$ cat src/rtl/if_id_latch.sv
// IF/ID pipeline register: captures fetch outputs, with stall hold, flush bubble and sticky halt lock.
// Optional performance counters (stall_cnt, bubble_cnt) are built when IFID_PERF_EN is defined.
module if_id_latch #(
    parameter int unsigned       WIDTH     = 16,
    parameter logic [WIDTH-1:0]  NOP_INSTR = 16'h0800,
    parameter logic [4:0]        HALT_OPC  = 5'b00000,
    parameter int unsigned       CNT_W     = 16
) (
    input  logic             clk,
    input  logic             rst,
    input  logic [WIDTH-1:0] instr_in,
    input  logic [WIDTH-1:0] pc_next_in,
    input  logic [WIDTH-1:0] pc_curr_in,
    input  logic             stall,
    input  logic             flush,
    output logic [WIDTH-1:0] instr_out,
    output logic [WIDTH-1:0] pc_next_out,
    output logic [WIDTH-1:0] pc_curr_out,
    output logic             valid_out,
    output logic             halted_out
`ifdef IFID_PERF_EN
    ,
    output logic [CNT_W-1:0] stall_cnt,
    output logic [CNT_W-1:0] bubble_cnt
`endif
);

    typedef enum logic [1:0] {
        RUN  = 2'd0,
        HOLD = 2'd1,
        HALT = 2'd2
    } state_t;

    state_t           state_q, state_d;
    logic [WIDTH-1:0] instr_d, pc_next_d, pc_curr_d;
    logic             valid_d, halted_d;
    logic             is_halt_c;

    assign is_halt_c = (instr_in[WIDTH-1 -: 5] == HALT_OPC);

    // State and pipeline payload registers
    always_ff @(posedge clk or posedge rst) begin
        if (rst) begin
            state_q     <= RUN;
            instr_out   <= NOP_INSTR;
            pc_next_out <= '0;
            pc_curr_out <= '0;
            valid_out   <= 1'b0;
            halted_out  <= 1'b0;
        end else begin
            state_q     <= state_d;
            instr_out   <= instr_d;
            pc_next_out <= pc_next_d;
            pc_curr_out <= pc_curr_d;
            valid_out   <= valid_d;
            halted_out  <= halted_d;
        end
    end

    // Next state: flush beats stall beats halt-detect beats plain capture
    always_comb begin
        state_d   = state_q;
        instr_d   = instr_out;
        pc_next_d = pc_next_out;
        pc_curr_d = pc_curr_out;
        valid_d   = valid_out;
        halted_d  = halted_out;

        if (flush) begin
            state_d   = RUN;
            instr_d   = NOP_INSTR;
            pc_next_d = pc_next_in;
            pc_curr_d = pc_curr_in;
            valid_d   = 1'b0;
            halted_d  = 1'b0;
        end else begin
            case (state_q)
                RUN, HOLD: begin
                    if (stall) begin
                        state_d = HOLD;
                    end else begin
                        instr_d   = instr_in;
                        pc_next_d = pc_next_in;
                        pc_curr_d = pc_curr_in;
                        valid_d   = 1'b1;
                        halted_d  = is_halt_c;
                        state_d   = is_halt_c ? HALT : RUN;
                    end
                end
                HALT: begin
                    state_d = HALT;
                end
                default: begin
                    state_d = RUN;
                end
            endcase
        end
    end

`ifdef IFID_PERF_EN
    logic stall_inc_c;

    // A stalled edge counts only when the latch actually holds (not flushed, not halted)
    assign stall_inc_c = stall && !flush && (state_q != HALT);

    // Saturating performance counters
    always_ff @(posedge clk or posedge rst) begin
        if (rst) begin
            stall_cnt  <= '0;
            bubble_cnt <= '0;
        end else begin
            if (stall_inc_c && !(&stall_cnt)) begin
                stall_cnt <= stall_cnt + CNT_W'(1);
            end
            if (flush && !(&bubble_cnt)) begin
                bubble_cnt <= bubble_cnt + CNT_W'(1);
            end
        end
    end
`endif

endmodule
$ cat config.mk
export PLATFORM = sky130hd
export DESIGN_NAME = if_id_latch
export DESIGN_NICKNAME = d
export VERILOG_FILES = /design/src/rtl/if_id_latch.sv
export SDC_FILE = /design/constraint.sdc
export NUM_CORES = 1
export LEC_CHECK = 0
export ABC_AREA = 1
export CORE_ASPECT_RATIO = 0.9
export CORE_MARGIN = 4
export CORE_UTILIZATION = 40
export DETAILED_ROUTE_END_ITERATION = 7
export GPL_TIMING_DRIVEN = 0
export PLACE_DENSITY = 0.81
export SYNTH_ARGS = -nofsm -noshare
export SYNTH_HDL_FRONTEND = slang
export SYNTH_SLANG_ARGS = --single-unit
export TNS_END_PERCENT = 20
$ cat constraint.sdc
create_clock -name clk -period 2 [get_ports clk]
set_clock_uncertainty 0.15 [all_clocks]
set_input_delay 0.3 -clock clk [delete_from_list [all_inputs] [get_ports clk]]
set_output_delay 0.3 -clock clk [all_outputs]
set_load 0.01 [all_outputs]
==> results of run 1 <==
## path summary, 6_finish.rpt
| check | depth (start not counted) | endpoint | start | slack, ns |
|---|---|---|---|---|
| max | 1 | instr_out[11] | instr_out[11] | 0.18 |
| max in group asynchronous | 3 | pc_next_out[5] | rst | 0.95 |
| min reg2reg | 2 | instr_out[11] | instr_out[11] | 0.33 |
| min in group clk | 2 | instr_out[11] | instr_out[11] | 0.33 |
| min | 2 | valid_out | rst | 0.22 |
| max reg2reg | 6 | instr_out[4] | state_q[1] | 0.60 |
## cell type report
class                      count  area (um2)
inverter                       4        15.0
fill                         420        1640
clock buffer                   8        90.1
buffer                        10        70.1
tap                           65        81.3
timing repair buffer         102        1030
multi-input combinational    158         636
sequential                    52        1300
## routing by layer
layer  vias to the layer above  wire length (um)
li1                        905                 -
met1                       811              2220
met2                        62              2350
met3                         5               332
met4                         0                38
met5                         -                 0
## registers in the layout, summed over array words and instances (netlist names)
| signal | cells |
|---|---|
| valid_out | 1 |
| pc_curr_out | 16 |
| pc_next_out | 16 |
| state_q | 2 |
| halted_out | 1 |
| instr_out | 16 |
## through the flow
step	setup slack (ns)	area (um2)	power [mW]	utilization	instances
global placement	-0.689	3120	1.63	0.640	390
detailed placement	0.249	3140	1.64	0.645	391
floorplan	0.294	2020	1.35	-	224
CTS	0.163	3230	2.24	0.663	399
finish	0.175	3230	2.22	0.663	399
global route	0.139	3230	2.33	0.663	399
## layout by cell type, fill, tap and decap left out, drive strengths merged
| master | n |
|---|---|
| nor2 | 7 |
| a21oi | 1 |
| nor3b | 1 |
| o21ai | 2 |
| clkbuf | 8 |
| buf | 11 |
| clkdlybuf4s50 | 101 |
| nand3 | 16 |
| dfrtp | 51 |
| nand2 | 131 |
| dfstp | 1 |
| inv | 4 |
## power groups by stage
stage	Clock, mW	Sequential, mW	Combinational [mW]
3_3_place_gp	0	1.18	0.444
3_5_place_dp	0	1.19	0.457
4_1_cts	0.616	1.17	0.459
6_report	0.600	1.17	0.450
5_1_grt	0.668	1.17	0.491
2_1_floorplan	0	1.22	0.123
## kinds of logic after synthesis
kind of cell    after synthesis
flops                        52
compound gates                3
simple gates                155
buf+inv                      14
==> results.json, run 1 <==
{
  "hold_violations": 0,
  "gp_congestion": 0.734,
  "leakage_nw": 1.58,
  "synth_area_per_cell_um2": 9.03,
  "crit_path_max_incr_delay_ns": 0.54,
  "via_count": 1783,
  "cts_resized": 0,
  "synth_top_family_by_area": "simple AND/OR/NAND/NOR gates",
  "synth.distinct_cells": 14,
  "clock-sinks": 52,
  "ys_ff_latch": 52,
  "die_w_um": 83.0,
  "wl_mm": 4.94,
  "syn-instance-count": 224,
  "status": "completed",
  "cts_setup_buffers": 0,
  "seq_area_frac_synth": 0.644,
  "dieArea_um2": 6260,
  "syn_area_um2": 2020,
  "synth.largest_area_cell": "dfrtp_1",
  "h-tree-depth": 2,
  "hold_path_class": "in2async",
  "p_sw_mw": 0.543,
  "wire_per_inst_um": 12.4,
  "path_max_fanout": 2,
  "synth_common_cells": "nand2_1 (131), dfrtp_1 (51), nand3_1 (16), buf_2 (5), nor2_1 (5)",
  "clock_path_buffers": 2,
  "yosysMostFrequentCell": "nand2_1",
  "internal-power_mw": 1.67,
  "cp_data_required_time_ns": 1.55,
  "cp_slowest_cell": "dfstp_2",
  "grtUsageMet2": 0.266,
  "synth_fa_ha_area_frac": 0,
  "whs_ns": 0.223,
  "synth_edf_count": 0,
  "rsz0062_at_grt": "false",
  "groute.layer.met1.usage": 0.198,
  "antenna_found_initial": 0,
  "drv_slew": 0,
  "dieHeight_um": 75.5,
  "grt_pass1_vias": 1669,
  "gr-usage-met3": 0.0422,
  "ys_warn_count": 0,
  "finalSetupViolations": 0,
  "period_needed_ns": 1.82,
  "cpLargestDelayFamily": "flip-flops",
  "synth_compound_area_frac": 0.00742,
  "synth_simple_gate_area_frac": 0.307,
  "cts_root_buf": "clkbuf_8",
  "drive_gt1_frac": 0.0659,
  "slew_headroom": 0.623,
  "first_iter_violations": 48,
  "cp_cell_sequence": "clkdlybuf4s50_1",
  "start_util": 0.416,
  "period_share": 0.912,
  "cts_tree": "done",
  "dp_hpwl_mm": 3.79,
  "critPathLaunchType": "register",
  "core_area_um2": 4860,
  "pwr-share-comb": 0.203,
  "ir_worst_vdd_mv": 0.397,
  "hold_buffers": 0,
  "arrival_ns": 1.37,
  "area_growth_pct": 59.4,
  "ant_nets": 0,
  "via_per_inst": 4.47,
  "synth_top_area_share": 0.631,
  "swShare": 0.245,
  "critical_path_class": "reg2out",
  "synth_flop_cell": "dfrtp_1",
  "nets": 385,
  "synth-xor-area-share": 0,
  "seqPwrFrac": 0.526,
  "end_kind": "primary output",
  "fp-row-count": 24,
  "worst_pin_slew_ns": 0.564,
  "syn_nets": 276,
  "clk_latency_ns": 0.29,
  "cap_viol_max_count": 0,
  "grt_max_degree": 28,
  "clkPwrFrac": 0.271,
  "n_antenna_cell": 0,
  "top_usage_layer": "met2",
  "globalRouteOverflowTotal": 0,
  "tns_ns": 0,
  "io_pins": 102,
  "track_usage": 0.155,
  "detail_route.first_pass.iterations": 4,
  "async_reset_ff_frac": 1.00,
  "fmax_mhz": 548,
  "grt_pass1_wl_mm": 7.80,
  "route.detailed.drc": 0,
  "cts_buffers": 5,
  "synth_area_leaders": "dfrtp_1 (63%), nand2_1 (24%), nand3_1 (4.0%)",
  "crit_buf_inv": 1,
  "muxShareOfSynthArea": 0,
  "clk_pin_slew_worst_paths_ns": 0.09,
  "io_buffers": 101,
  "power_density_nw_per_um2": 687
}
(Power assumes the default switching activity.)
==> inputs of run 2 (changes only) <==
- GPL_TIMING_DRIVEN: 0 -> default
==> run 2 against run 1 <==
Via count is 1.4% higher; combinational power shrank 2%; first-iteration DRC count rose by 17%; routed wire length is 0.14% higher; sequential share of layout area grew 0.60 points; final cell count shrank 1.8%; register-to-register slack got worse by 0.04 ns; critical path depth unchanged; setup slack worse by 0.0023 ns; flip-flop and latch count unchanged; final area fell by 1.5%; die area unchanged.
==> results.json, run 2 (same netlist as run 1, synthesis figures left out) <==
{
  "status": "completed",
  "slew_headroom": 0.655,
  "grt_pass1_wl_mm": 7.91,
  "gp_congestion": 0.741,
  "ir_worst_vdd_mv": 0.390,
  "seqPwrFrac": 0.531,
  "cts_setup_buffers": 0,
  "final_cell_mix": "nand2_1 (131), clkdlybuf4s50_1 (101), dfrtp_1 (51), nand3_1 (16), clkbuf_8 (6)",
  "die_w_um": 83.0,
  "period_needed_ns": 1.83,
  "finalSetupViolations": 0,
  "clk_pin_slew_worst_paths_ns": 0.09,
  "detail_route.first_pass.iterations": 4,
  "crit_buf_inv": 1,
  "cpLargestDelayFamily": "flip-flops",
  "cts_tree": "done",
  "cts_buffers": 5,
  "multi_input_area_um2": 636,
  "track_usage": 0.159,
  "nets": 378,
  "h-tree-depth": 2,
  "via_count": 1808,
  "grt_pass1_vias": 1760,
  "swShare": 0.244,
  "reg_top3": "instr_out: 16 flops, pc_curr_out: 16 flops, pc_next_out: 16 flops",
  "clkPwrFrac": 0.270,
  "tns_ns": 0,
  "hold_path_class": "in2async",
  "drive_gt1_frac": 0.0459,
  "crit_path_max_incr_delay_ns": 0.54,
  "cp_cell_sequence": "clkdlybuf4s50_1",
  "period_share": 0.914,
  "wire_per_inst_um": 12.6,
  "seq_area_um2": 1300,
  "drv_slew": 0,
  "dieArea_um2": 6260,
  "critPathLaunchType": "register",
  "dp_hpwl_mm": 3.60,
  "first_iter_violations": 56,
  "clock-sinks": 52,
  "rsz0062_at_grt": "false",
  "via_per_inst": 4.61,
  "pwr-share-comb": 0.200,
  "cts_resized": 0,
  "worst_pin_slew_ns": 0.517,
  "hold_buffers": 0,
  "dieHeight_um": 75.5,
  "cp_data_required_time_ns": 1.55,
  "route.detailed.drc": 0,
  "io_pins": 102,
  "internal-power_mw": 1.66,
  "power_density_nw_per_um2": 693,
  "start_util": 0.416,
  "path_max_fanout": 2,
  "area_growth_pct": 57.1,
  "ant_nets": 0,
  "fp-row-count": 24,
  "core_area_um2": 4860,
  "cap_viol_max_count": 0,
  "clk_latency_ns": 0.30,
  "p_sw_mw": 0.537,
  "clock_path_buffers": 2,
  "io_buffers": 101,
  "arrival_ns": 1.38,
  "end_kind": "primary output",
  "antenna_found_initial": 0,
  "grt_max_degree": 53,
  "globalRouteOverflowTotal": 0,
  "critical_path_class": "reg2out",
  "n_antenna_cell": 0,
  "wl_mm": 4.95,
  "leakage_nw": 1.55,
  "fmax_mhz": 547,
  "hold_violations": 0,
  "cts_root_buf": "clkbuf_8",
  "layout_commonest_cell": "nand2_1",
  "nFillCells": 421,
  "total_power_mw": 2.20,
  "whs_ns": 0.209,
  "cp_slowest_cell": "dfstp_2"
}
==> run 2: cell count changes in the layout (fill, tap and decap cells not counted) <==
cell,change
buf_6,-2
buf_2,-5
==> run 2: power groups by stage <==
stage | clock network, mW | logic [mW] | registers [mW]
5_1_grt | 0.656 | 0.479 | 1.18
3_3_place_gp | 0 | 0.438 | 1.19
6_report | 0.594 | 0.440 | 1.17
4_1_cts | 0.609 | 0.448 | 1.17
2_1_floorplan | 0 | 0.123 | 1.22
3_5_place_dp | 0 | 0.447 | 1.19
==> run 2: layout make-up <==
| cell class | instances | share of cell area |
|---|---|---|
| clock buffer | 8 | 0.0283 |
| inverter | 4 | 0.00472 |
| multi-input combinational | 158 | 0.200 |
| sequential | 52 | 0.410 |
| tap | 65 | 0.0256 |
| timing repair buffer | 105 | 0.331 |
==> run 2: routing by layer <==
layer | track usage | up-vias | share of wire
met5 | 0 | - | 0
met4 | 0.0436 | 0 | 0.0097
met3 | 0.0562 | 7 | 0.079
met2 | 0.277 | 71 | 0.48
met1 | 0.191 | 838 | 0.43
li1 | - | 892 | -
==> run 2: final timing paths <==
path	startpoint	end	slack (ns)	cells after the start
worst min-delay path	rst	valid_out	0.21	3
max in group asynchronous	rst	instr_out[11]	1.21	3
worst max register to register	state_q[1]	pc_curr_out[8]	0.56	5
min in group clk	instr_out[9]	instr_out[9]	0.33	2
worst min register to register	instr_out[9]	instr_out[9]	0.33	2
worst max-delay path	instr_out[11]	instr_out[11]	0.17	1
==> run 2: metrics by stage <==
stage | utilization | setup WS [ns] | instances | instance area [um2]
CTS | 0.653 | 0.162 | 392 | 3180
global route | 0.653 | 0.130 | 392 | 3180
detailed placement | 0.635 | 0.100 | 384 | 3090
finish | 0.653 | 0.173 | 392 | 3180
global placement | 0.635 | 0.207 | 384 | 3090
floorplan | - | 0.294 | 224 | 2020
==> inputs of run 3 (changes only) <==
- CORE_UTILIZATION: 40 -> 39
- PLACE_DENSITY: 0.81 -> 0.79
==> run 3 against run 2 <==
Clock power is 5.9% higher; total power is 1.7% higher; routed wire length is 1.9% higher; non-clock buffer count stayed put; final area is 0.31% higher; worst hold slack worse by 0.0035 ns; fmax is 0.61% higher; largest power group unchanged.
==> results.json, run 3 (same netlist as run 1, synthesis figures left out) <==
{
  "critical_path_class": "reg2out",
  "hold_buffers": 0,
  "nets": 378,
  "drive_gt1_frac": 0.0489,
  "wl_mm": 5.04,
  "hold_path_class": "in2async",
  "grt_max_degree": 53,
  "clock_path_buffers": 2,
  "path_max_fanout": 2,
  "globalRouteOverflowTotal": 0,
  "final_cell_mix": "nand2_1 (131), clkdlybuf4s50_1 (101), dfrtp_1 (51), nand3_1 (16), clkbuf_8 (7)",
  "cts_buffers": 5,
  "cts_tree": "done",
  "clk_pin_slew_worst_paths_ns": 0.09,
  "period_needed_ns": 1.82,
  "cts_resized": 0,
  "io_buffers": 101,
  "clock-sinks": 52,
  "rr_endpoint": "pc_curr_out[10]",
  "antenna_found_initial": 0,
  "fp-row-count": 24,
  "via_per_inst": 4.61,
  "track_usage": 0.158,
  "cts_root_buf": "clkbuf_8",
  "rsz0062_at_grt": "false",
  "slew_headroom": 0.663,
  "rrSetupSlack_ns": 0.56,
  "detail_route.first_pass.iterations": 5,
  "worst_pin_slew_ns": 0.505,
  "critPathLaunchType": "register",
  "cp_data_required_time_ns": 1.55,
  "ir_worst_vdd_mv": 0.382,
  "dieArea_um2": 6410,
  "first_iter_violations": 68,
  "layout_commonest_cell": "nand2_1",
  "cts_setup_buffers": 0,
  "cap_viol_max_count": 0,
  "crit_path_max_incr_delay_ns": 0.54,
  "core_area_um2": 4920,
  "leakage_nw": 1.55,
  "status": "completed",
  "arrival_ns": 1.37,
  "n_antenna_cell": 0,
  "cp_slowest_cell": "dfstp_2",
  "finalSetupViolations": 0,
  "die_w_um": 83.9,
  "cp_cell_sequence": "clkdlybuf4s50_1",
  "nFillCells": 425,
  "wire_per_inst_um": 12.9,
  "h-tree-depth": 2,
  "dieHeight_um": 76.3,
  "reg2regPathDepth": 5,
  "reg_top3": "instr_out: 16 flops, pc_curr_out: 16 flops, pc_next_out: 16 flops",
  "end_kind": "primary output",
  "area_growth_pct": 57.6,
  "io_pins": 102,
  "period_share": 0.908,
  "hold_violations": 0,
  "ant_nets": 0,
  "fmax_mhz": 551,
  "dp_hpwl_mm": 3.66,
  "power_density_nw_per_um2": 702,
  "tns_ns": 0,
  "total_power_mw": 2.24,
  "cpLargestDelayFamily": "flip-flops",
  "grt_pass1_vias": 1789,
  "crit_buf_inv": 1,
  "whs_ns": 0.206,
  "route.detailed.drc": 0,
  "start_util": 0.411,
  "clk_latency_ns": 0.29,
  "via_count": 1809,
  "gp_congestion": 0.740,
  "timing.rr.start": "state_q[1]",
  "drv_slew": 0,
  "grt_pass1_wl_mm": 8.25
}
## run 3: cell counts in the layout (fill, tap and decap cells not counted)
Identical to the previous run, type by type.
## run 3: layout make-up
| cell class | count | area, um2 | area share |
|---|---|---|---|
| Multi-Input combinational cell | 158 | 636 | 0.199 |
| Sequential cell | 52 | 1300 | 0.409 |
| Inverter | 4 | 15.0 | 0.00471 |
| Tap cell | 65 | 81.3 | 0.0255 |
| Clock buffer | 8 | 100 | 0.0314 |
| Timing Repair Buffer | 105 | 1050 | 0.330 |
## run 3: worst max path at each step
stage                  start        endpoint  slack [ns]  cells after the start
2_1_floorplan            rst      halted_out        0.29                      1
3_3_place_gp           flush      halted_out        0.20                      4
3_5_place_dp           flush  pc_next_out[6]        0.16                      5
4_1_cts        instr_out[11]   instr_out[11]        0.16                      1
5_1_grt        instr_out[11]   instr_out[11]        0.13                      1
6_report       instr_out[11]   instr_out[11]        0.18                      1
## run 3: per-stage QoR
stage                     setup slack [ns]  std cells  utilization  area, um2
after floorplan                      0.294        224            -       2020
after global placement               0.201        384        0.627       3090
after detailed placement             0.162        384        0.627       3090
after CTS                            0.161        392        0.647       3190
after global routing                 0.131        392        0.647       3190
final                                0.184        392        0.647       3190
## run 3: tightest hold or removal path, cell delays in order
cell             delay, ns
clkdlybuf4s50_1       0.41
inv_2                 0.07
buf_12                0.26
## run 3: per-layer routing
layer / GRT usage / vias to the layer above / wire length [um]
li1: - / 886 / -
met1: 0.199 / 841 / 2180
met2: 0.266 / 78 / 2410
met3: 0.0486 / 4 / 431
met4: 0.0386 / 0 / 26
met5: 0 / - / 0
## run 3: report_power, final
group          switching, mW  internal, mW  total [mW]
sequential            0.0423          1.13        1.17
combinational          0.186         0.255       0.441
clock                  0.313         0.316       0.629
